## config.mk

```make
export PLATFORM = sky130hd
export DESIGN_NAME = instr_fetch_unit
export DESIGN_NICKNAME = d
export VERILOG_FILES = /design/src/rtl/riscv_pkg.sv /design/src/rtl/instr_fetch_unit.sv
export SDC_FILE = /design/constraint.sdc
export NUM_CORES = 1
export LEC_CHECK = 0
export ABC_AREA = 1
export CAP_MARGIN = 0
export CORE_AREA = 2 2 106 67
export DETAILED_ROUTE_END_ITERATION = 6
export DIE_AREA = 0 0 108 69
export DONT_BUFFER_PORTS = 1
export MAX_ROUTING_LAYER = met4
export PLACE_DENSITY_LB_ADDON = 0.1
export RECOVER_POWER = 25
export SLEW_MARGIN = 10
export SYNTH_ARGS = -nofsm -noshare
export SYNTH_HDL_FRONTEND = slang
export SYNTH_SLANG_ARGS = --single-unit
export TNS_END_PERCENT = 100
```

## constraint.sdc

```tcl
create_clock -name clk -period 1.6 [get_ports clk]
set_clock_uncertainty 0.1 [all_clocks]
set_input_delay 0.4 -clock clk [delete_from_list [all_inputs] [get_ports clk]]
set_output_delay 0.4 -clock clk [all_outputs]
set_load 0.05 [all_outputs]
```

## src/rtl/riscv_pkg.sv

```systemverilog
// Shared RISC-V front-end definitions: decode opcodes, fetch FSM states and
// the instruction word type.
package riscv_pkg;

  localparam int INST_W = 32;

  localparam logic [6:0] R_TYPE    = 7'b0110011;
  localparam logic [6:0] I_TYPE    = 7'b0010011;
  localparam logic [6:0] LD_TYPE   = 7'b0000011;
  localparam logic [6:0] S_TYPE    = 7'b0100011;
  localparam logic [6:0] B_TYPE    = 7'b1100011;
  localparam logic [6:0] JAL_TYPE  = 7'b1101111;
  localparam logic [6:0] JALR_TYPE = 7'b1100111;
  localparam logic [6:0] LUI_TYPE  = 7'b0110111;
  localparam logic [6:0] AUI_TYPE  = 7'b0010111;
  localparam logic [6:0] HALT_TYPE = 7'b1111111;

  typedef enum logic [1:0] {IDLE, FETCH, VALID, HALTED} fetch_state_t;

  typedef logic [INST_W-1:0] inst_t;

endpackage

```

## src/rtl/instr_fetch_unit.sv

```systemverilog
// Instruction fetch front end: owns the PC, fetches one word at a time over
// req/ack, buffers it for decode over valid/ready, applies redirects, halts.
module instr_fetch_unit #(
  parameter int              PC_W     = 9,
  parameter int              INST_W   = 32,
  parameter logic [PC_W-1:0] RESET_PC = '0
) (
  input  logic              clk,
  input  logic              rst_n,
  output logic              imem_req,
  output logic [PC_W-1:0]   imem_addr,
  input  logic              imem_ack,
  input  logic [INST_W-1:0] imem_rdata,
  output logic              inst_valid_o,
  input  logic              inst_ready_i,
  output logic [INST_W-1:0] inst_o,
  output logic [PC_W-1:0]   pc_o,
  output logic [PC_W-1:0]   pc_plus4_o,
  input  logic              redirect_i,
  input  logic [PC_W-1:0]   redirect_pc_i,
  output logic              halted_o
);
  import riscv_pkg::fetch_state_t;
  import riscv_pkg::IDLE;
  import riscv_pkg::FETCH;
  import riscv_pkg::VALID;
  import riscv_pkg::HALTED;
  import riscv_pkg::HALT_TYPE;

  fetch_state_t      state_q, state_d;
  logic [PC_W-1:0]   pc_q, pc_d;
  logic [PC_W-1:0]   addr_q, addr_d;
  logic [PC_W-1:0]   pc_out_q;
  logic [INST_W-1:0] inst_q;
  logic              squash_q, squash_d;
  logic              capture;
  logic [PC_W-1:0]   redirect_tgt;
  logic [PC_W-1:0]   pc_seq;
  logic              is_halt;

  assign redirect_tgt = redirect_pc_i & ~PC_W'(3);
  assign pc_seq       = pc_q + PC_W'(4);
  assign is_halt      = (inst_q[6:0] == HALT_TYPE);

  // addr_q is the address of the outstanding request; pc_q may move ahead of
  // it on a redirect so the memory still sees a stable address until ack.
  always_comb begin
    state_d  = state_q;
    pc_d     = pc_q;
    addr_d   = addr_q;
    squash_d = squash_q;
    capture  = 1'b0;
    case (state_q)
      IDLE: begin
        state_d = FETCH;
        addr_d  = pc_q;
      end
      FETCH: begin
        if (imem_ack) begin
          if (squash_q || redirect_i) begin
            squash_d = 1'b0;
            if (redirect_i) begin
              pc_d   = redirect_tgt;
              addr_d = redirect_tgt;
            end else begin
              addr_d = pc_q;
            end
          end else begin
            capture = 1'b1;
            state_d = VALID;
          end
        end else if (redirect_i) begin
          pc_d     = redirect_tgt;
          squash_d = 1'b1;
        end
      end
      VALID: begin
        if (redirect_i) begin
          pc_d    = redirect_tgt;
          addr_d  = redirect_tgt;
          state_d = FETCH;
        end else if (inst_ready_i) begin
          if (is_halt) begin
            state_d = HALTED;
          end else begin
            pc_d    = pc_seq;
            addr_d  = pc_seq;
            state_d = FETCH;
          end
        end
      end
      HALTED: begin
        state_d = HALTED;
      end
      default: begin
        state_d = IDLE;
      end
    endcase
  end

  always_ff @(posedge clk or negedge rst_n) begin
    if (!rst_n) begin
      state_q  <= IDLE;
      pc_q     <= RESET_PC;
      addr_q   <= RESET_PC;
      squash_q <= 1'b0;
      inst_q   <= '0;
      pc_out_q <= RESET_PC;
    end else begin
      state_q  <= state_d;
      pc_q     <= pc_d;
      addr_q   <= addr_d;
      squash_q <= squash_d;
      if (capture) begin
        inst_q   <= imem_rdata;
        pc_out_q <= addr_q;
      end
    end
  end

  assign imem_req     = (state_q == FETCH);
  assign imem_addr    = addr_q;
  assign inst_valid_o = (state_q == VALID);
  assign inst_o       = inst_q;
  assign pc_o         = pc_out_q;
  assign pc_plus4_o   = pc_out_q + PC_W'(4);
  assign halted_o     = (state_q == HALTED);

  a_addr_stable: assert property (@(posedge clk) disable iff (!rst_n)
    (imem_req && !imem_ack) |=> $stable(imem_addr));

  a_inst_stable: assert property (@(posedge clk) disable iff (!rst_n)
    (inst_valid_o && !inst_ready_i) |=> $stable(inst_o));

endmodule
```

Word level (Yosys, flattened, before mapping)
Cells that the tools add are included.
W data, S select, Z words.
{"block": "op_classes", "n_addsub": 2, "n_eq_ne": 11, "n_mux": 21, "n_reduce_logical": 9}
{"operator": "$mux W9", "n": 7}
{"operator": "$pmux W9 S3", "n": 1}
{"operator": "$add A9 B3 Y9 const B", "n": 2}
{"operator": "$pmux W9 S2", "n": 1}
{"operator": "$mux W2", "n": 5}
{"operator": "$pmux W2 S4", "n": 1}
{"operator": "$eq A7 B7 Y1 const B", "n": 1}
{"operator": "$mux W1", "n": 6}
{"operator": "$ne A2 B1 Y1 const B", "n": 3}
{"operator": "$reduce_and A3 Y1", "n": 2}
{"operator": "$reduce_and A5 Y1", "n": 1}
{"operator": "$eq A2 B2 Y1 const B", "n": 2}
{"operator": "$reduce_and A4 Y1", "n": 1}
{"operator": "$reduce_bool A2 Y1", "n": 2}
{"operator": "$ne A3 B1 Y1 const B", "n": 1}
{"operator": "$ne A3 B2 Y1 const B", "n": 1}
{"operator": "$ne A3 B3 Y1 const B", "n": 1}
{"operator": "$reduce_bool A3 Y1", "n": 1}
{"operator": "$eq A2 B1 Y1 const B", "n": 1}
{"operator": "$logic_not A2 Y1", "n": 1}
{"operator": "$ne A2 B2 Y1 const B", "n": 1}
{"operator": "$logic_or A1 B1 Y1", "n": 1}
{"block": "word_totals", "reg_bits": 62, "inputBits": 46, "elab_cells": 49}

Depth between registers and ports, before layout
Gate-level depths: netlist of the first run.
{"block": "depth", "depth_word": 5, "depth_mapped": 12, "mapped_depth_nobuf": 11}

Worst setup path after synthesis of the first run
Ideal clock, no wire load.
{"block": "synth_path", "path_type": "register -> output", "from": "register pc_out_q[3], in the netlist pc_o[3]", "to": "output port pc_plus4_o[8]", "arrival_ps": 1915, "slack_ps": -815, "stages_incl_launch_ff": 5, "path_buffers": 0, "path_cell_list": "dfrtp_1 ha_1 nand3_1 nor2_1 xor2_1"}
{"block": "synth_between", "elab_chain_len": 1}
{"item": "start: declaration", "line": "instr_fetch_unit.sv:33", "text": "logic [PC_W-1:0] pc_out_q;"}
{"item": "start signal: assignment", "line": "instr_fetch_unit.sv:116", "text": "pc_out_q <= addr_q;"}
{"item": "$add A9 B3 Y9", "line": "instr_fetch_unit.sv:126", "text": "assign pc_plus4_o = pc_out_q + PC_W'(4);"}
{"item": "end: declaration", "line": "instr_fetch_unit.sv:18", "text": "output logic [PC_W-1:0] pc_plus4_o,"}
Every way passes these cells.

Worst setup path after layout of the first run
{"block": "layout_path", "from": "register pc_out_q[2], in the netlist pc_o[2]", "to": "output port pc_plus4_o[8]"}
Same word-level chain as after synthesis.

==> results.py, run 1 <==
metrics = {
    "timing": {
        "fmax_mhz": 505,
        "hold_ws_ns": -0.348,
        "fin_ws_ns": -0.381,
        "rsz0062_at_grt": "true",
        "drv_slew": 0,
        "min_period_over_period_pct": 124,
        "relSlewSlack_pct": 59.7,
        "worst_pin_slew_ns": 0.604,
        "finalHoldViolCount": 62,
        "setup_viol": 70,
        "final_period_minus_worst_setup_slack_ns": 1.98,
    },
    "layout": {
        "fin_util_pct": 73.8,
        "n_antenna_cell": 0,
        "drive_gt1_share_pct": 46.8,
        "area_delta_synth_final_pct": 50.5,
        "fin_nets": 515,
        "final_common_cell": "nand2_1",
        "final_cell_mix": "nand2_1, dfrtp_1, nand2_2, buf_4, nand2_4",
    },
    "logic_synthesis": {
        "ys_warn_count": 0,
        "syn_area_mm2": 0.00317,
        "syn_nets": 451,
        "syn_area_per_cell_um2": 7.96,
        "synthCells": 399,
        "synth.top_cell.area_share_pct": 48.9,
        "synth_area_leaders": "dfrtp_1, nand2_1, nand3_1",
        "yosysTopAreaCell": "dfrtp_1",
        "synth-seq-cells": 62,
        "synth-seq-area-share_pct": 48.9,
        "yosysUniqueCellTypes": 29,
    },
    "grt": {
        "antenna_found_initial": 0,
        "grt_overflow": 0,
        "grt_use_total_pct": 23.6,
        "grt_first_pass_wirelength_um": 13300,
        "grt_pass1_vias": 2676,
        "grt_start_max_net_pins": 63,
    },
    "worst_setup_path": {
        "regToRegSetupSlack_ns": -0.19,
        "worstPathArrival_ns": 1.48,
        "cp_max_fo": 3,
        "slowest_delay_ns": 0.41,
        "r2r_start": "state_q[1]$_DFFE_PN0P_",
        "cp_top_family": "flip-flops",
        "end_kind": "output pin",
        "crit_buf_inv": 1,
        "path_class": "register to output pin",
        "r2r-end": "pc_o[6]$_DFFE_PN0P_",
        "required_ns": 1.10,
        "cp_slowest_cell": "dfrtp_2",
        "r2r_cells": 9,
        "crit_chain": "ha_4 > nand3_4 > nor2_4 > xor2_4 > buf_12",
        "start_kind": "register",
    },
    "run_status": {
        "outcome": "complete, but fails checks",
        "violations": "negative hold slack, negative setup slack",
    },
    "floorplan": {
        "start_util_pct": 49.0,
        "num_rows": 23,
        "die_x_um": 108,
        "core_area_mm2": 0.00647,
        "fp.dieH_um": 69,
        "die_area_mm2": 0.00745,
        "io_pins": 108,
    },
    "route": {
        "vias_per_cell": 5.19,
        "routedWlPerCell_um": 16.8,
        "ant_nets": 0,
        "wl_um": 9330,
        "first_pass_iters": 4,
        "drc": 0,
        "vias": 2880,
        "drt_iter0_markers": 226,
    },
    "placed_design": {
        "portBuffers": 0,
        "gp_congestion": 0.856,
        "post-place-ws_ns": -0.0401,
        "dp_hpwl_um": 5660,
    },
    "cts": {
        "cts_buffers": 9,
        "clk_pin_slew_ns": 0.07,
        "cts-root-buf": "clkbuf_8",
        "clock-sinks": 62,
        "htreeDepth": 3,
        "clk_latency_ns": 0.34,
        "cts_tree": "done",
        "ctsLongestPathBuffers": 2,
    },
    "worst_hold_path": {
        "hold_path_class": "input port to async pin",
    },
    "job": {
        "drv_cap": 0,
    },
}
[through the flow]
step	TNS (ns)	instance area, um^2	std cells
6_report	-8.87	4780	555
5_1_grt	-12.39	4780	555
4_1_cts	-3.67	4200	544
3_5_place_dp	-0.197	3760	518
3_3_place_gp	-0.0266	3760	518
2_1_floorplan	-4.91	3330	399
[per-layer routing]
layer	vias up	global-route usage [%]	wire [um]	share of wire [%]
met5	-	-	0	0
li1	1379	-	-	-
met4	0	6.55	85	0.91
met3	9	7.76	701	7.5
met1	1385	30.7	4090	44
met2	107	35.4	4460	48
[kinds of logic (layout without fill, tap and decap cells)]
kind of cell    Yosys count  count (layout)  share of synthesized area, %
xor+xnor                  5               5                          1.38
compound gates           39              39                          6.70
simple gates            244             244                          32.9
flops                    62              62                          48.9
buf+inv                  43             112                          7.77
fa+ha+maj                 6               6                          2.36
[area by class of cell]
cell class | count | area [um^2]
multi-input cells | 294 | 1970
fillers | 446 | 1700
flip-flops and latches | 62 | 1560
repair buffers | 68 | 826
clock buffers | 12 | 145
inverters | 28 | 138
well taps | 87 | 109
clock inverters | 4 | 22.5
[flip-flops by register name, summed over array words and instances (netlist names)]
| signal | count |
|---|---|
| inst_o | 32 |
| pc_q | 9 |
| imem_addr | 9 |
| pc_o | 9 |
| state_q | 2 |
| squash_q | 1 |
[cells in the mapped netlist]
library cell,number
nor2_8,1
buf_2,2
nor2_1,18
o21a_1,2
buf_6,7
o21ai_2,2
ha_1,6
nand3_1,18
a21oi_1,10
nand2_4,2
buf_4,6
xor2_1,3
nand2_8,1
nor2_2,1
o21ai_1,7
nor3_1,3
inv_6,1
inv_1,24
o21ai_0,16
nand3_4,2
inv_2,2
inv_4,1
xnor2_1,2
nand2_1,194
o21bai_1,1
dfrtp_1,62
o211ai_1,1
nor2_4,3
nand2_2,1
[worst register-to-register path: cells and delay by family (launching register included)]
| kind | cells | cell delay (ns) |
|---|---|---|
| adder cells (fa/ha/maj) | 1 | 0.17 |
| buffers and inverters | 4 | 0.57 |
| AND/OR/NAND/NOR | 4 | 0.43 |
| flip-flops | 1 | 0.46 |
[worst max-delay path by stage]
stage,startpoint,end,cells after the start
2_1_floorplan,pc_o[3]$_DFFE_PN0P_,pc_plus4_o[8],4
3_3_place_gp,pc_o[3]$_DFFE_PN0P_,pc_plus4_o[8],5
3_5_place_dp,pc_o[3]$_DFFE_PN0P_,pc_plus4_o[8],5
4_1_cts,pc_o[3]$_DFFE_PN0P_,pc_plus4_o[8],5
5_1_grt,pc_o[2]$_DFFE_PN0P_,pc_plus4_o[8],5
6_report,pc_o[2]$_DFFE_PN0P_,pc_plus4_o[8],5
[repair_timing]
action / in CTS / in global routing
hold endpoints to repair: 62 / 62
resized for setup: 49 / 126
buffers inserted: 9 / 7
pin swaps: 26 / 50
gates cloned: 1 / 4
setup endpoints to repair: 28 / 74
Power of run 1 is left out: the tool's default activity adds up to more than one toggle a clock period on the data nets, which glitch-free logic cannot reach.
==> run 2: changes to the inputs <==
--- a/config.mk
+++ b/config.mk
@@ -7,9 +7,9 @@
 export LEC_CHECK = 0
 export ABC_AREA = 1
 export CAP_MARGIN = 0
-export CORE_AREA = 2 2 106 67
+export CORE_AREA = 2 2 83 85
 export DETAILED_ROUTE_END_ITERATION = 6
-export DIE_AREA = 0 0 108 69
+export DIE_AREA = 0 0 85 87
 export DONT_BUFFER_PORTS = 1
 export MAX_ROUTING_LAYER = met4
 export PLACE_DENSITY_LB_ADDON = 0.1
==> results.py, run 2 (same netlist as run 1, synthesis figures left out) <==
metrics = {
    "worst_setup_path": {
        "r2r_start": "state_q[0]$_DFFE_PN0P_",
        "path_class": "register to output pin",
        "worstPathArrival_ns": 1.48,
        "cp_max_fo": 3,
        "r2r_cells": 11,
        "r2r-end": "imem_addr[5]$_DFFE_PN0P_",
        "end_kind": "output pin",
        "regToRegSetupSlack_ns": -0.20,
        "required_ns": 1.10,
        "start_kind": "register",
    },
    "run_status": {
        "outcome": "complete, but fails checks",
        "violations": "negative hold slack, negative setup slack",
    },
    "route": {
        "drt_iter0_markers": 191,
        "drc": 0,
        "routedWlPerCell_um": 18.2,
        "wl_um": 10400,
        "ant_nets": 0,
        "vias": 3035,
        "first_pass_iters": 4,
        "vias_per_cell": 5.32,
    },
    "layout": {
        "final_cell_mix": "nand2_1, dfrtp_1, nand2_2, buf_4, nand2_4",
        "fin_nets": 538,
        "postLayoutCellArea_mm2": 0.00520,
        "largest_reg_flops": 32,
        "drive_gt1_share_pct": 50.7,
        "area_delta_synth_final_pct": 63.9,
        "final_common_cell": "nand2_1",
        "n_antenna_cell": 0,
    },
    "placed_design": {
        "gp_congestion": 0.923,
        "portBuffers": 0,
        "dp_hpwl_um": 5420,
        "dpl_cell_area_mm2": 0.00376,
    },
    "cts": {
        "cts_buffers": 9,
        "htreeDepth": 3,
        "cts_tree": "done",
        "clk_pin_slew_ns": 0.08,
        "ctsLongestPathBuffers": 2,
        "clock-sinks": 62,
        "cts-root-buf": "clkbuf_8",
        "clk_latency_ns": 0.35,
    },
    "timing": {
        "finalHoldViolCount": 62,
        "relSlewSlack_pct": 63.1,
        "min_period_over_period_pct": 124,
        "fmax_mhz": 505,
        "final_period_minus_worst_setup_slack_ns": 1.98,
        "setup_viol": 72,
        "fin_ws_ns": -0.381,
        "worst_pin_slew_ns": 0.553,
        "hold_ws_ns": -0.366,
        "drv_slew": 0,
        "rsz0062_at_grt": "true",
    },
    "floorplan": {
        "num_rows": 30,
        "core_area_mm2": 0.00657,
        "fp.dieH_um": 87,
        "die_area_mm2": 0.00740,
        "start_util_pct": 48.3,
        "io_pins": 108,
        "die_x_um": 85,
    },
    "grt": {
        "grt_first_pass_wirelength_um": 15700,
        "grt_overflow": 0,
        "antenna_found_initial": 0,
        "grt_start_max_net_pins": 63,
        "grt_pass1_vias": 3083,
        "grt_use_total_pct": 28.9,
    },
    "job": {
        "drv_cap": 0,
    },
    "worst_hold_path": {
        "hold_path_class": "input port to async pin",
    },
}
-- run 2: changes by cell type in the layout (fill, tap and decap cells not counted), moves of 3 or more --
| cell | delta |
|---|---|
| inv_12 | +3 |
| nand2_1 | -9 |
| clkbuf_16 | -3 |
| buf_8 | +5 |
| nand2_4 | +10 |
| buf_16 | +5 |
| buf_4 | +9 |
-- run 2: area by class of cell --
| class | count | area, um^2 |
|---|---|---|
| Clock buffer | 10 | 138 |
| Clock inverter | 6 | 85.1 |
| Fill cell | 391 | 1370 |
| Inverter | 28 | 149 |
| Multi-Input combinational cell | 294 | 2010 |
| Sequential cell | 62 | 1560 |
| Tap cell | 80 | 100 |
| Timing Repair Buffer | 84 | 1050 |
| Timing Repair inverter | 7 | 108 |
-- run 2: worst max path at each step --
| stage | from | end | slack [ns] | cells after the start |
|---|---|---|---|---|
| 6_report | pc_o[2]$_DFFE_PN0P_ | pc_plus4_o[8] | -0.38 | 5 |
| 5_1_grt | pc_o[2]$_DFFE_PN0P_ | pc_plus4_o[8] | -0.43 | 5 |
| 3_5_place_dp | state_q[0]$_DFFE_PN0P_ | imem_addr[6]$_DFFE_PN0P_ | -0.08 | 10 |
| 4_1_cts | pc_o[2]$_DFFE_PN0P_ | pc_plus4_o[8] | -0.36 | 5 |
| 3_3_place_gp | state_q[0]$_DFFE_PN0P_ | imem_addr[1]$_DFFE_PN0P_ | -0.07 | 10 |
| 2_1_floorplan | pc_o[3]$_DFFE_PN0P_ | pc_plus4_o[8] | -0.26 | 4 |
-- run 2: layer usage --
metal / share of wire [%] / up-vias / GRT usage [%]
met4: 2.6 / 0 / 10.4
met5: 0 / - / -
met3: 6.1 / 27 / 7.49
li1: - / 1429 / -
met2: 53 / 124 / 49.5
met1: 39 / 1455 / 32.8
-- run 2: critical path, stage by stage (launching register included) --
cell     delay (ns)
dfrtp_2        0.41
ha_4           0.17
nand3_4        0.07
nor2_4         0.13
xor2_4         0.18
buf_12         0.15
-- run 2: stage by stage --
| stage | utilization (%) | worst slack (ns) | cells | hold slack, ns | setup TNS [ns] |
|---|---|---|---|---|---|
| after global placement | 57.2 | -0.0714 | 514 | 0.00585 | -0.680 |
| after detailed placement | 57.2 | -0.0826 | 514 | 0.00578 | -2.15 |
| final | 79.2 | -0.381 | 571 | -0.366 | -9.22 |
| after global routing | 79.2 | -0.430 | 571 | -0.377 | -13.52 |
| after floorplan | - | -0.258 | 399 | 0.00441 | -4.91 |
| after CTS | 72.6 | -0.356 | 561 | -0.370 | -7.66 |
-- run 2: repair_timing --
action / 4_1_cts / 5_1_grt
endpoints found under the hold margin: 62 / 62
pin swaps: 34 / 40
setup endpoints to repair: 72 / 74
setup buffers: 19 / 13
gates resized for setup: 117 / 93
gates cloned: 12 / 0
Power of run 2 is left out for the same reason.
==> run 3: changes to the inputs <==
--- a/config.mk
+++ b/config.mk
@@ -11,7 +11,6 @@
 export DETAILED_ROUTE_END_ITERATION = 6
 export DIE_AREA = 0 0 85 87
 export DONT_BUFFER_PORTS = 1
-export MAX_ROUTING_LAYER = met4
 export PLACE_DENSITY_LB_ADDON = 0.1
 export RECOVER_POWER = 25
 export SLEW_MARGIN = 10
==> results.py, run 3 (same netlist as run 1, synthesis figures left out) <==
metrics = {
    "grt": {
        "grt_overflow": 0,
        "grt_first_pass_wirelength_um": 14200,
        "grt_pass1_vias": 2836,
        "grt_start_max_net_pins": 63,
        "grt_use_total_pct": 25.0,
        "antenna_found_initial": 0,
    },
    "timing": {
        "fmax_mhz": 510,
        "worst_pin_slew_ns": 0.564,
        "setup_viol": 72,
        "finalHoldViolCount": 62,
        "min_period_over_period_pct": 122,
        "fin_ws_ns": -0.359,
        "hold_ws_ns": -0.355,
        "drv_slew": 0,
        "final_period_minus_worst_setup_slack_ns": 1.96,
        "relSlewSlack_pct": 62.4,
        "rsz0062_at_grt": "true",
    },
    "route": {
        "ant_nets": 0,
        "drc": 0,
        "drt_iter0_markers": 124,
        "routedWlPerCell_um": 17.3,
        "vias_per_cell": 5.25,
        "wl_um": 9720,
        "vias": 2945,
        "first_pass_iters": 4,
    },
    "layout": {
        "area_delta_synth_final_pct": 57.5,
        "fin_util_pct": 76.1,
        "drive_gt1_share_pct": 47.6,
        "fin_cells": 561,
        "n_antenna_cell": 0,
        "final_cell_mix": "nand2_1, dfrtp_1, nand2_2, buf_4, nand2_4",
        "final_common_cell": "nand2_1",
        "largest_reg_flops": 32,
        "fin_nets": 528,
        "fill_cells": 429,
    },
    "floorplan": {
        "die_x_um": 85,
        "num_rows": 30,
        "core_area_mm2": 0.00657,
        "fp.dieH_um": 87,
        "io_pins": 108,
        "die_area_mm2": 0.00740,
        "start_util_pct": 48.3,
    },
    "worst_setup_path": {
        "r2r_start": "state_q[0]$_DFFE_PN0P_",
        "start_kind": "register",
        "worstPathArrival_ns": 1.46,
        "required_ns": 1.10,
        "end_kind": "output pin",
        "r2r-end": "pc_q[5]$_DFFE_PN0P_",
        "r2r_cells": 10,
        "regToRegSetupSlack_ns": -0.15,
        "path_class": "register to output pin",
        "cp_max_fo": 3,
    },
    "placed_design": {
        "portBuffers": 0,
        "dpl.cell_count": 513,
        "gp_congestion": 0.895,
        "dp_hpwl_um": 5370,
    },
    "cts": {
        "clk_pin_slew_ns": 0.08,
        "clock-sinks": 62,
        "clk_latency_ns": 0.34,
        "htreeDepth": 3,
        "cts_tree": "done",
        "cts_buffers": 9,
        "ctsLongestPathBuffers": 2,
        "cts-root-buf": "clkbuf_8",
    },
    "run_status": {
        "violations": "negative hold slack, negative setup slack",
        "outcome": "complete, but fails checks",
    },
    "worst_hold_path": {
        "hold_path_class": "input port to async pin",
    },
    "job": {
        "drv_cap": 0,
    },
}
-- run 3: cell types whose count changed in the layout (fill, tap and decap cells not counted), moves of 3 or more --
cell / change
buf_16: -3
buf_8: -4
nand3_2: -3
a21oi_1: +4
nand2_4: -6
nand2_2: +4
a21oi_2: -4
buf_6: +3
buf_4: -7
-- run 3: per-layer routing --
metal / routed length (um) / GRT usage [%] / up-vias
li1: - / - / 1400
met1: 3850 / 29.8 / 1423
met2: 5110 / 44.4 / 108
met3: 596 / 6.54 / 14
met4: 167 / 7.36 / 0
met5: 0 / 0 / -
-- run 3: final cells by class --
type / instances / area [um^2] / area share [%]
Multi-Input combinational cell: 294 / 1950 / 39.0
Clock inverter: 7 / 97.6 / 1.95
Tap cell: 80 / 100 / 2.00
Timing Repair Buffer: 74 / 917 / 18.3
Inverter: 28 / 136 / 2.73
Clock buffer: 9 / 124 / 2.48
Sequential cell: 62 / 1560 / 31.2
Timing Repair inverter: 7 / 113 / 2.25
-- run 3: how the worst max path moves through the flow --
stage | start | endpoint | slack, ns | cells past startpoint
finish | pc_o[2]$_DFFE_PN0P_ | pc_plus4_o[8] | -0.36 | 5
floorplan | pc_o[3]$_DFFE_PN0P_ | pc_plus4_o[8] | -0.26 | 4
detailed placement | state_q[0]$_DFFE_PN0P_ | state_q[1]$_DFFE_PN0P_ | -0.07 | 11
global route | pc_o[2]$_DFFE_PN0P_ | pc_plus4_o[6] | -0.39 | 4
global placement | state_q[0]$_DFFE_PN0P_ | imem_addr[1]$_DFFE_PN0P_ | -0.07 | 10
CTS | pc_o[2]$_DFFE_PN0P_ | pc_plus4_o[8] | -0.35 | 5
-- run 3: repair_timing --
item,CTS,global route
resized for setup,104,74
pin swaps,35,34
cloned,9,3
buffers inserted,8,12
endpoints found under the hold margin,62,62
endpoints found under the setup margin,72,72
-- run 3: worst max-delay path: stages, from the launching register on --
cell	delay [ns]
dfrtp_2	0.41
ha_4	0.17
nand3_4	0.07
nor2_4	0.14
xor2_4	0.18
buf_12	0.15
-- run 3: per-stage QoR --
step	TNS, ns	hold slack (ns)	setup WS [ns]	instance area, um^2
floorplan	-4.91	0.00441	-0.258	3330
global placement	-0.523	0.00586	-0.0712	3750
detailed placement	-1.81	0.00598	-0.0653	3750
CTS	-10.71	-0.364	-0.350	4530
global route	-13.09	-0.367	-0.393	5000
finish	-8.63	-0.355	-0.359	5000
Power of run 3 is left out for the same reason.
